**src/rtl/ps2_pkg.sv**
```systemverilog
// Shared constants and types for the PS/2 keyboard receiver and direction decoder.
package ps2_pkg;

   localparam logic [7:0] PS2_EXT  = 8'hE0;
   localparam logic [7:0] PS2_BRK  = 8'hF0;

   // Extended (E0-prefixed) arrow keys
   localparam logic [7:0] SC_RIGHT = 8'h74;
   localparam logic [7:0] SC_LEFT  = 8'h6B;
   localparam logic [7:0] SC_UP    = 8'h75;
   localparam logic [7:0] SC_DOWN  = 8'h72;

   // Non-extended WASD aliases
   localparam logic [7:0] SC_W     = 8'h1D;
   localparam logic [7:0] SC_A     = 8'h1C;
   localparam logic [7:0] SC_S     = 8'h1B;
   localparam logic [7:0] SC_D     = 8'h23;

   typedef enum logic [1:0] {IDLE, DATA, PARITY, STOP} frame_state_e;

   // Opposite directions differ only in bit 0.
   typedef enum logic [1:0] {DIR_R, DIR_L, DIR_U, DIR_D} dir_e;

   function automatic dir_e dir_opposite(input dir_e d);
      return dir_e'(d ^ 2'b01);
   endfunction

endpackage

```
**src/rtl/ps2_rx_frame.sv**
```systemverilog
// PS/2 byte receiver: input synchronizers, falling-edge detect, 11-bit frame FSM
// with odd-parity/stop check and an inter-edge timeout that aborts a stalled frame.
//
//   state  | meaning
//   IDLE   | waiting for a start bit (data=0 on a ps2clk fall)
//   DATA   | shifting in 8 data bits, LSB first
//   PARITY | capturing the parity bit
//   STOP   | checking stop bit and parity, then back to IDLE
module ps2_rx_frame
   import ps2_pkg::*;
#(
   parameter int TIMEOUT_CYC = 10000,
   parameter int SYNC_STAGES = 2
) (
   input  logic       clk_i,
   input  logic       rst_i,
   input  logic       ps2clk_i,
   input  logic       ps2data_i,
   output logic [7:0] byte_o,
   output logic       byte_ok_o,
   output logic       frame_err_o
);

   localparam int SS    = (SYNC_STAGES < 2) ? 2 : SYNC_STAGES;
   localparam int CNT_W = (TIMEOUT_CYC > 2) ? $clog2(TIMEOUT_CYC) : 1;
   localparam logic [CNT_W-1:0] CNT_LAST = CNT_W'(TIMEOUT_CYC - 1);

   logic [SS-1:0]    clk_sync_q;
   logic [SS-1:0]    dat_sync_q;
   logic             clk_prev_q;
   frame_state_e     state_q;
   logic [3:0]       bit_cnt_q;
   logic [7:0]       shift_q;
   logic             par_q;
   logic [CNT_W-1:0] tmo_cnt_q;
   logic             byte_ok_q;
   logic             err_q;

   logic fall;
   logic din;

   assign fall = clk_prev_q & ~clk_sync_q[SS-1];
   assign din  = dat_sync_q[SS-1];

   // Synchronizers reset to the idle-high line level so reset never fakes an edge.
   always_ff @(posedge clk_i) begin
      if (rst_i) begin
         clk_sync_q <= '1;
         dat_sync_q <= '1;
         clk_prev_q <= 1'b1;
      end else begin
         clk_sync_q <= {clk_sync_q[SS-2:0], ps2clk_i};
         dat_sync_q <= {dat_sync_q[SS-2:0], ps2data_i};
         clk_prev_q <= clk_sync_q[SS-1];
      end
   end

   always_ff @(posedge clk_i) begin
      if (rst_i) begin
         state_q   <= IDLE;
         bit_cnt_q <= '0;
         shift_q   <= '0;
         par_q     <= 1'b0;
         tmo_cnt_q <= '0;
         byte_ok_q <= 1'b0;
         err_q     <= 1'b0;
      end else begin
         byte_ok_q <= 1'b0;
         err_q     <= 1'b0;
         if (fall) begin
            tmo_cnt_q <= '0;
            case (state_q)
               IDLE: begin
                  if (!din) begin
                     state_q   <= DATA;
                     bit_cnt_q <= '0;
                  end
               end
               DATA: begin
                  shift_q   <= {din, shift_q[7:1]};
                  bit_cnt_q <= bit_cnt_q + 4'd1;
                  if (bit_cnt_q == 4'd7) state_q <= PARITY;
               end
               PARITY: begin
                  par_q   <= din;
                  state_q <= STOP;
               end
               STOP: begin
                  state_q <= IDLE;
                  if (din && (^{shift_q, par_q})) byte_ok_q <= 1'b1;
                  else                            err_q     <= 1'b1;
               end
               default: state_q <= IDLE;
            endcase
         end else if (state_q != IDLE) begin
            // Counter holds at its last value once it fires; IDLE stops it.
            if (tmo_cnt_q == CNT_LAST) begin
               state_q <= IDLE;
               err_q   <= 1'b1;
            end else begin
               tmo_cnt_q <= tmo_cnt_q + 1'b1;
            end
         end
      end
   end

   // shift_q is untouched in IDLE, so it still holds the byte while byte_ok is high.
   assign byte_o      = shift_q;
   assign byte_ok_o   = byte_ok_q;
   assign frame_err_o = err_q;

endmodule

```
**src/rtl/ps2_dir_decoder.sv**
```systemverilog
// PS/2 keyboard front end: E0/F0 prefix resolution into make/break events and
// arrow/WASD mapping onto sticky-heading or held-level direction outputs.
module ps2_dir_decoder
   import ps2_pkg::*;
#(
   parameter int CLK_HZ        = 50_000_000,
   parameter int TIMEOUT_US    = 200,
   parameter int SYNC_STAGES   = 2,
   parameter int DIR_MODE      = 0,
   parameter int BLOCK_REVERSE = 1,
   parameter int WASD_EN       = 1
) (
   input  logic       clk,
   input  logic       rst,
   input  logic       ps2clk,
   input  logic       ps2data,
   output logic [7:0] scancode,
   output logic       scan_valid,
   output logic       released,
   output logic       extended,
   output logic       err_ind,
   output logic       right,
   output logic       left,
   output logic       up,
   output logic       down
);

   localparam int TIMEOUT_CYC = CLK_HZ / 1_000_000 * TIMEOUT_US;

   logic [7:0] rx_byte;
   logic       rx_ok;
   logic       rx_err;

   ps2_rx_frame #(
      .TIMEOUT_CYC (TIMEOUT_CYC),
      .SYNC_STAGES (SYNC_STAGES)
   ) u_rx (
      .clk_i       (clk),
      .rst_i       (rst),
      .ps2clk_i    (ps2clk),
      .ps2data_i   (ps2data),
      .byte_o      (rx_byte),
      .byte_ok_o   (rx_ok),
      .frame_err_o (rx_err)
   );

   logic       brk_q;
   logic       ext_q;
   logic [7:0] scancode_q;
   logic       scan_valid_q;
   logic       released_q;
   logic       extended_q;
   logic [3:0] dir_q;
   logic [3:0] dir_d;
   logic       dir_hit;
   dir_e       dir_idx;

   always_comb begin
      dir_hit = 1'b0;
      dir_idx = DIR_R;
      if (ext_q) begin
         case (rx_byte)
            SC_RIGHT: begin dir_hit = 1'b1; dir_idx = DIR_R; end
            SC_LEFT:  begin dir_hit = 1'b1; dir_idx = DIR_L; end
            SC_UP:    begin dir_hit = 1'b1; dir_idx = DIR_U; end
            SC_DOWN:  begin dir_hit = 1'b1; dir_idx = DIR_D; end
            default: ;
         endcase
      end else if (WASD_EN != 0) begin
         case (rx_byte)
            SC_D: begin dir_hit = 1'b1; dir_idx = DIR_R; end
            SC_A: begin dir_hit = 1'b1; dir_idx = DIR_L; end
            SC_W: begin dir_hit = 1'b1; dir_idx = DIR_U; end
            SC_S: begin dir_hit = 1'b1; dir_idx = DIR_D; end
            default: ;
         endcase
      end
   end

   // Heading mode ignores breaks; held mode tracks one bit per direction,
   // so an arrow and its WASD alias share the same bit.
   always_comb begin
      dir_d = dir_q;
      if (DIR_MODE == 0) begin
         if (!brk_q && !((BLOCK_REVERSE != 0) && dir_q[dir_opposite(dir_idx)]))
            dir_d = 4'b0001 << dir_idx;
      end else begin
         dir_d[dir_idx] = !brk_q;
      end
   end

   always_ff @(posedge clk) begin
      if (rst) begin
         brk_q        <= 1'b0;
         ext_q        <= 1'b0;
         scancode_q   <= '0;
         scan_valid_q <= 1'b0;
         released_q   <= 1'b0;
         extended_q   <= 1'b0;
         dir_q        <= '0;
      end else begin
         scan_valid_q <= 1'b0;
         if (rx_err) begin
            brk_q <= 1'b0;
            ext_q <= 1'b0;
         end else if (rx_ok) begin
            if (rx_byte == PS2_BRK) begin
               brk_q <= 1'b1;
            end else if (rx_byte == PS2_EXT) begin
               ext_q <= 1'b1;
            end else begin
               scancode_q   <= rx_byte;
               released_q   <= brk_q;
               extended_q   <= ext_q;
               scan_valid_q <= 1'b1;
               brk_q        <= 1'b0;
               ext_q        <= 1'b0;
               if (dir_hit) dir_q <= dir_d;
            end
         end
      end
   end

   assign scancode   = scancode_q;
   assign scan_valid = scan_valid_q;
   assign released   = released_q;
   assign extended   = extended_q;
   assign err_ind    = rx_err;
   assign right      = dir_q[DIR_R];
   assign left       = dir_q[DIR_L];
   assign up         = dir_q[DIR_U];
   assign down       = dir_q[DIR_D];

endmodule

```
**config.mk**
```make
export PLATFORM = sky130hd
export DESIGN_NAME = ps2_dir_decoder
export DESIGN_NICKNAME = d
export VERILOG_FILES = /design/src/rtl/ps2_pkg.sv /design/src/rtl/ps2_rx_frame.sv /design/src/rtl/ps2_dir_decoder.sv
export SDC_FILE = /design/constraint.sdc
export NUM_CORES = 1
export LEC_CHECK = 0
export ABC_AREA = 1
export CAP_MARGIN = 20
export CORE_AREA = 2 2 83 85
export CTS_BUF_LIST = sky130_fd_sc_hd__clkbuf_4
export DETAILED_ROUTE_END_ITERATION = 8
export DIE_AREA = 0 0 85 87
export PLACE_DENSITY = 0.63
export SYNTH_ARGS = -nofsm -noshare
export SYNTH_HDL_FRONTEND = slang
export SYNTH_HIERARCHICAL = 1
export SYNTH_SLANG_ARGS = --single-unit
```
**constraint.sdc**
```tcl
create_clock -name clk -period 1.8 [get_ports clk]
set_input_delay 0.18 -clock clk [delete_from_list [all_inputs] [get_ports clk]]
set_output_delay 0.18 -clock clk [all_outputs]
set_load 0.005 [all_outputs]
```
==> results by group <==
Power and ir drop
  • Pwr per Cell Area: 577 nW/um2
  • Comb power frac: 0.041
  • Leak Pwr: about 0.0014 uW
  • Worst IR Drop VDD: slightly below 0.3 mV
  • Cell internal pwr: 1510 uW
  • Clock power frac: 0.345
  • Switching pwr: 411 uW
  • Sequential cell fraction of total power: 0.614
  • Switching Share: 0.214

Synth
  • Yosys reg bits: between 50 and 60
  • Syn nets: 424
  • Synth Cell Area: 2860 um2
  • Yosys warns: 6
  • Synth top area share: 0.371
  • Per-instance average area after synthesis: 6.90 um2
  • Unique masters post-synth: 26
  • Post-synthesis sequential area ratio: 0.371
  • Synth top area cells: dfxtp_1, nand2_1, nor2_1
  • Mapped Cells: 414
  • Area leader, netlist: dfxtp_1

Clock tree
  • Clock latency at the later pin of the worst-skew pair: 370 ps
  • Maximum clock insertion buffer count: 2
  • Clock tree sinks: 53
  • CTS tree: yes
  • Total CTS buffers: 5
  • Root Driver: clkbuf_4
  • Worst-path clk slew: 150 ps
  • Post-CTS Hold Buffers: 0
  • Htree depth: 2

STA
  • Fmax: 607 MHz
  • Final hold vios: 0
  • Slew headroom: 0.720
  • Setup WS post-layout: 153 ps
  • Final period utilization: 0.915
  • Final Skew: 17.0 ps
  • Setup violators final: 0
  • Measured slew at the worst slew-check pin: 419 ps
  • Final Max Tran Viols: 0
  • Min cycle time layout: 1650 ps
  • Setup TNS: 0 ps

Drt
  • DR iter-0 viols: 132
  • Number of routed nets with antenna violations: 0
  • Routed WL: around 5700 um
  • Post-route DRC violation count: 0
  • Vias: 2,577
  • First-pass iteration count of the detailed router: 4
  • Via-to-Cell Ratio: 4.92
  • Drt wl/cell: between 10 and 15 um

Floorplanning
  • Die area: 7400 um2
  • Std cell rows: 30
  • Chip width: 85 um
  • Die height: 87 um
  • Ports: 20
  • Starting Density: 0.435
  • Core ar.: 6570 um2

GRT
  • Vias in the first global route: 2,202
  • Initial antenna violation count: 0
  • First-pass GRT wire length: roughly 9400 um
  • Largest net degree at the start of global routing: 19
  • Overflow after GRT: 0
  • GRT Total Usage: 0.156

Flow run
  • Max_cap viols: 0

Worst hold path
  • Hold Path Class: input port to register
  • HP Start: ps2clk

Setup path
  • Worst-path maximum fanout: 5
  • WS Path Type: register to register
  • Worst Setup Start Kind: register
  • CP arrival: 1910 ps
  • Crit path launch: u_rx/state_q[0]
  • Critical R2R Launch: u_rx/state_q[0]
  • Worst setup EP type: register
  • CP Data Required Time: 2060 ps

Finish
  • Storage cell area: around 1100 um2
  • Share of cells above drive strength 1: 0.200
  • Most frequent cells in the layout: nand2_1, nor2_1, dfxtp_1, inv_1, nand3_1
  • Leading cell type in the layout, fill and taps excluded: nand2_1
  • Nets@finish: 453
  • Multi-input gate area: approximately 1600 um2
  • N_diodes: 0
  • Fillers: 652
  • Area Overhead vs Synth: 16.3%

Placed design
  • Hpwl dp: 4210 um
  • Pre-CTS setup slack: 98.7 ps
  • Port Buf Inserts: 19
  • GP Congestion: 0.874

Run status
  • Status: finished, final reports clean
-- kinds of logic (layout without fill, tap and decap cells) --
logic type / Yosys count / count (layout) / share of synthesized area
AO/OA/AOI/OAI: 61 / 61 / 0.120
AND/OR/NAND/NOR: 224 / 224 / 0.367
XOR/XNOR: 9 / 9 / 0.0276
adder cells (fa/ha/maj): 6 / 6 / 0.0263
buffers and inverters: 61 / 91 / 0.0872
flip-flops: 53 / 53 / 0.371
-- through the flow --
step	hold WS [ps]	util	instance area [um2]	power, uW	std cells
after floorplan	249	-	2860	1260	414
after global placement	395	0.481	3160	1290	514
after detailed placement	401	0.481	3160	1290	514
after CTS	340	0.493	3240	1960	522
after global routing	344	0.506	3320	2000	524
final	359	0.506	3320	1920	524
-- sequential cells by signal, summed over array words and instances (netlist names), 2 cells and up --
signal and cells:
scancode 8, u_rx/bit_cnt_q 4, u_rx/tmo_cnt_q 14, u_rx/byte_o 8, dir_q 4, u_rx/state_q 2, u_rx/dat_sync_q 2, u_rx/clk_sync_q 2
-- power groups by stage --
stage / registers (uW) / logic, uW / clock network (uW)
6_report: 1180 / 78.9 / 662
3_5_place_dp: 1210 / 78.7 / 0
2_1_floorplan: 1210 / 52.9 / 0
5_1_grt: 1180 / 90.1 / 736
4_1_cts: 1190 / 79.4 / 694
3_3_place_gp: 1210 / 78.4 / 0
-- repair_timing --
action	4_1_cts	5_1_grt
buffers inserted	0	2
endpoints found under the setup margin	0	12
resized for setup	0	28
-- synth_stat cells --
cell type,instances
xor2_1,6
nand3_2,5
o211a_1,1
nand2_4,2
nor3_1,5
o21ai_0,24
inv_2,10
a21oi_2,9
nand2_1,97
dfxtp_1,53
or2_2,7
buf_2,4
nor2_4,4
buf_6,2
inv_1,44
nor2_2,7
xnor2_1,3
nor2_1,47
nand2_2,11
nor3_2,2
and3_1,1
ha_1,6
a21oi_1,27
clkbuf_1,1
nand4_1,2
nand3_1,34
-- path summary, 6_finish.rpt --
kind                                            to  slack, ps  cells after the start
worst max-delay path             u_rx/bit_cnt_q[3]        150                      8
worst min-delay path            u_rx/clk_sync_q[0]        360                      2
worst max register to register   u_rx/bit_cnt_q[3]        150                      8
worst min register to register  u_rx/dat_sync_q[1]        430                      1
-- worst max-delay path, stage by stage (launching register included) --
cell and delay (ps):
dfxtp_1 420, inv_1 80, ha_1 270, nand2_1 90
nand2_1 120, a21oi_2 190, inv_2 80, o21ai_0 220
nor3_1 90
-- per-layer routing --
layer	up-vias	GRT usage	share of wire
met5	-	0	0
met4	0	0.0447	0.011
met3	6	0.0313	0.030
met2	36	0.267	0.46
met1	1166	0.200	0.49
li1	1369	-	-
-- area by class of cell --
class,count,share of cell area
Clock buffer,6,0.0136
Clock inverter,2,0.0102
Inverter,54,0.0610
Multi-Input combinational cell,300,0.478
Sequential cell,53,0.328
Tap cell,80,0.0301
Timing Repair Buffer,29,0.0798
No activity file was read; power rests on OpenSTA's default activity.
